==> src/rtl/sdb_pkg.sv <==
// sdb_pkg: shared defaults and reference arithmetic for the carry-select adder datapath
package sdb_pkg;
    localparam int DEF_WIDTH = 8;
    localparam int DEF_BLOCK = 4;
    function automatic logic [DEF_WIDTH:0] ref_add(
        input logic [DEF_WIDTH-1:0] a,
        input logic [DEF_WIDTH-1:0] b,
        input logic                 c_in
    );
        return {1'b0, a} + {1'b0, b} + {{DEF_WIDTH{1'b0}}, c_in};
    endfunction
endpackage

==> src/rtl/sdb_select_block.sv <==
// sdb_select_block: dual ripple over one sub-block, selected by the incoming block carry
module sdb_select_block #(
    parameter int BLOCK = 4
) (
    input  logic [BLOCK-1:0] g,
    input  logic [BLOCK-1:0] p,
    input  logic             c_in,
    output logic [BLOCK-1:0] sum,
    output logic             c_out
);
    logic [BLOCK:0]   c0, c1;
    logic [BLOCK-1:0] sum0, sum1;
    logic             cout0, cout1;
    always_comb begin
        c0 = '0;
        c1 = '0;
        c1[0] = 1'b1;
        for (int i = 0; i < BLOCK; i++) begin
            c0[i+1] = g[i] | (p[i] & c0[i]);
            c1[i+1] = g[i] | (p[i] & c1[i]);
        end
    end
    assign sum0  = p ^ c0[BLOCK-1:0];
    assign sum1  = p ^ c1[BLOCK-1:0];
    assign cout0 = c0[BLOCK];
    assign cout1 = c1[BLOCK];
    assign sum   = c_in ? sum1 : sum0;
    assign c_out = c_in ? cout1 : cout0;
endmodule

==> src/rtl/sdb_inner_adder.sv <==
// sdb_inner_adder: registered carry-select adder segment with propagate-vector consistency flag
module sdb_inner_adder
    import sdb_pkg::*;
#(
    parameter int WIDTH = DEF_WIDTH,
    parameter int BLOCK = DEF_BLOCK
) (
    input  logic             clk,
    input  logic             rst,
    input  logic             in_valid,
    input  logic [WIDTH-1:0] a,
    input  logic [WIDTH-1:0] b,
    input  logic [WIDTH-1:0] p,
    input  logic             c_in,
    output logic             out_valid,
    output logic [WIDTH-1:0] s,
    output logic             c_out,
    output logic             p_err
);
    localparam int NB = WIDTH / BLOCK;
    logic [WIDTH-1:0] g, s_d, s_q;
    logic [NB:0]      bc;
    logic             valid_q, c_d, c_q, err_d, err_q;
    assign g     = a & b;
    assign bc[0] = c_in;
    for (genvar k = 0; k < NB; k++) begin : g_blk
        sdb_select_block #(.BLOCK(BLOCK)) u_blk (
            .g    (g[k*BLOCK +: BLOCK]),
            .p    (p[k*BLOCK +: BLOCK]),
            .c_in (bc[k]),
            .sum  (s_d[k*BLOCK +: BLOCK]),
            .c_out(bc[k+1])
        );
    end
    assign c_d   = bc[NB];
    // the sum uses the supplied p as-is; a bad p is only flagged, never corrected
    assign err_d = p != (a ^ b);
    always_ff @(posedge clk or posedge rst) begin
        if (rst) begin
            valid_q <= 1'b0;
            s_q     <= '0;
            c_q     <= 1'b0;
            err_q   <= 1'b0;
        end else begin
            valid_q <= in_valid;
            if (in_valid) begin
                s_q   <= s_d;
                c_q   <= c_d;
                err_q <= err_d;
            end
        end
    end
    assign out_valid = valid_q;
    assign s         = s_q;
    assign c_out     = c_q;
    assign p_err     = err_q;
endmodule

==> config.mk <==
export PLATFORM = sky130hd
export DESIGN_NAME = sdb_inner_adder
export DESIGN_NICKNAME = d
export VERILOG_FILES = /design/src/rtl/sdb_pkg.sv /design/src/rtl/sdb_select_block.sv /design/src/rtl/sdb_inner_adder.sv
export SDC_FILE = /design/constraint.sdc
export NUM_CORES = 1
export LEC_CHECK = 0
export CAP_MARGIN = 25
export CELL_PAD_IN_SITES_DETAIL_PLACEMENT = 0
export CELL_PAD_IN_SITES_GLOBAL_PLACEMENT = 1
export CORE_MARGIN = 2
export CORE_UTILIZATION = 30
export DETAILED_ROUTE_END_ITERATION = 16
export HOLD_SLACK_MARGIN = 0.03
export PLACE_DENSITY_LB_ADDON = 0.08
export SLEW_MARGIN = 20
export SYNTH_ARGS = -nofsm -noshare
export SYNTH_HDL_FRONTEND = slang
export SYNTH_SLANG_ARGS = --single-unit
==> constraint.sdc <==
create_clock -name clk -period 1.9 [get_ports clk]
set_input_delay 0.38 -clock clk [delete_from_list [all_inputs] [get_ports clk]]
set_output_delay 0.38 -clock clk [all_outputs]
set_load 0.1 [all_outputs]
==> run summary <==
Cell with the most instances after synthesis - dfrtp_1
IO Count - 39
PD cells - 697 nW/µm²
Worst skew pair latency - 0.26 ns
Peak VDD IR - 0.351 mV
TritonCTS buffer count - 3
Post-layout minimum cycle time - 1.92 ns
Via count - 733
Worst-Margin Slew - 0.441 ns
Leading post-synthesis cells by cell area - dfrtp_1 37%, ha_1 17%, xor2_1 11%
Die span in y - 53.7 µm
Synthesis-to-finish area growth - 84.3%
Leakage power - 0.638 nW
Wire per inst - 11.6 µm
Asr flop ratio synth - 1.00
Largest net degree at the start of global routing - 14
Detailed router's first-iteration violation count - 10
Syn Nets - 109
Nature of the critical path endpoint - register
Status - finished with violations
Final GP Congestion - 0.696
GRT Util Overall - 0.136
CP arrival - 2.07 ns
DIE AREA - 2880 µm²
Max Clock Skew - 0 ns
Max stage delay on crit path - 0.24 ns
TNS Setup - -0.0162 ns
Clock slew at reported path FFs - 0.08 ns
Slowest cell on crit path - mux2_4
NumNets Final - 168
Initial DRT Pass Iterations - 4
Core outline area - 2410 µm²
Fmax - 0.522 GHz
Post-synth EDFFs - 0
Mean Syn Cell Area - 10.4 µm²
Top FF cell, synth - dfrtp_1
Port buffer count - 38
Residual DRC - 0
Hold Violations, Final - 0
Cell row count - 18
Crit path kind - input port to register
Vias in the first global route - 655
Detailed Route WL - 1840 µm
TritonCTS clock tree - built
H-Tree Depth - 1
Post-Place Setup Slack - -0.752 ns
PnR worst setup slack - -0.0162 ns
Required time worst endpoint - 2.06 ns
CTS max path bufs - 2
DP HPWL - 1540 µm
N_diodes - 0
First-pass GRT wire length - 2820 µm
Worst setup SP type - input port
Post-synth top cells - 11 x dfrtp_1, 10 x ha_1, 9 x xor2_1, 6 x nor2_1
Fraction of layout cells with a size suffix above 1 - 0.349
Crit path cell chain - buf_6, ha_4, a21o_1, a21oi_2, o21bai_1, ha_2, o21ai_2, a21oi_2, a21o_1, ha_4, mux2_4
Cts hold-fix bufs - 0
Final Cell Area - 1370 µm²
Die width - 53.7 µm
Routed Antenna Nets - 0
Post-Syn Area - 741 µm²
Unique cell type count in the Yosys netlist - 23
Max-slew violation count - 0
Final setup vio count - 1
Initial core utilization - 0.307
Vias per std cell - 4.61
Top cell type's share of synthesized area - 0.372
Total power - 0.951 mW
Yosys reg bits - 11
Placed cell area - 1310 µm²
Failing checks - negative setup slack
Worst-path fanout max - 2
Cells after synthesis - 71
Max-slew headroom - 0.706
Top cell type by total area after synthesis - dfrtp_1
Remaining global-route overflow - 0
Antenna violations before repair - 0
Final period util - 1.01
Max Cap Viol - 0
Hold crit path type - input port to async pin
CTS root buf - clkbuf_4
Register area share after synthesis - 0.372
Unrepaired setup endpoints after global routing - true
Yosys warning count - 0
CTS Sinks - 11
==> layer usage <==
metal	up-vias	track usage	routed length, µm
li1	378	-	-
met1	323	0.184	855
met2	30	0.215	841
met3	2	0.0222	128
met4	0	0.0513	19
met5	-	0	0
==> layout make-up <==
type / count / area [µm²]
multi-input combinational: 55 / 493
timing repair buffer: 55 / 518
tap: 30 / 37.5
sequential: 11 / 275
fill: 223 / 1040
inverter: 4 / 15.0
clock buffer: 4 / 26.3
==> cells by family after synthesis <==
group,synth area share
buffers and inverters,0.0270
flip-flops,0.372
adder cells (fa/ha/maj),0.169
XOR/XNOR,0.118
multiplexers,0.0456
AND/OR/NAND/NOR,0.0845
AO/OA/AOI/OAI,0.184
==> what timing repair did <==
item,CTS,global route
setup buffers,1,1
gates resized for setup,22,3
endpoints found under the setup margin,5,3
pin swaps,10,4
gates cloned,0,0
==> registers in the layout, indices dropped and copies added (netlist names) <==
register   count
s              8
c_out          1
out_valid      1
p_err          1
==> metrics by stage <==
step / std cells / hold WS [ns] / util
finish: 159 / 0.414 / 0.566
global route: 159 / 0.471 / 0.566
CTS: 158 / 0.432 / 0.560
detailed placement: 153 / 0.497 / 0.542
global placement: 153 / 0.494 / 0.542
floorplan: 71 / 0.232 / -
==> path summary, 6_finish.rpt <==
kind,from,to,slack (ns),cells past startpoint
worst max-delay path,a[0],s[7]$_DFFE_PP0P_,-0.02,11
worst max register to register,s[6]$_DFFE_PP0P_,s[6]$_DFFE_PP0P_,1.03,1
min in group clk,s[1]$_DFFE_PP0P_,s[1]$_DFFE_PP0P_,0.51,1
worst min-delay path,rst,s[7]$_DFFE_PP0P_,0.41,2
max in group asynchronous,rst,p_err$_DFFE_PP0P_,1.18,2
worst min register to register,s[1]$_DFFE_PP0P_,s[1]$_DFFE_PP0P_,0.51,1
==> cell usage in the layout (no fill, tap or decap) <==
cell	count
buf_4	25
clkdlybuf4s50_1	17
dfrtp_1	11
xor2_1	9
nor2_1	6
ha_1	5
inv_1	4
dlygate4sd2_1	4
nand2_1	3
a21o_1	3
ha_2	3
clkbuf_4	3
clkdlybuf4s15_1	3
buf_12	3
o21a_1	2
nor3_1	2
o31ai_1	2
a21oi_1	2
mux2_2	2
a21oi_2	2
nor4_1	2
ha_4	2
buf_6	2
o21ai_2	1
and2_1	1
a2111oi_2	1
a221o_1	1
xnor2_1	1
a2111o_1	1
o221ai_1	1
o21bai_1	1
a31oi_1	1
mux2_4	1
clkbuf_1	1
dlymetal6s2s_1	1
==> power breakdown <==
part | leakage (nW) | switching [mW] | internal (mW) | total [mW]
Clock | 0.0150 | 0.0804 | 0.0811 | 0.161
Sequential | 0.127 | 0.0199 | 0.263 | 0.283
Combinational | 0.497 | 0.315 | 0.191 | 0.507
==> worst max-delay path, delay by kind of cell <==
kind	cells	cell delay, ns
mux	1	0.24
fa+ha+maj	3	0.55
compound gates	6	0.80
buf+inv	1	0.10
Power figures use the tool's default switching activity.
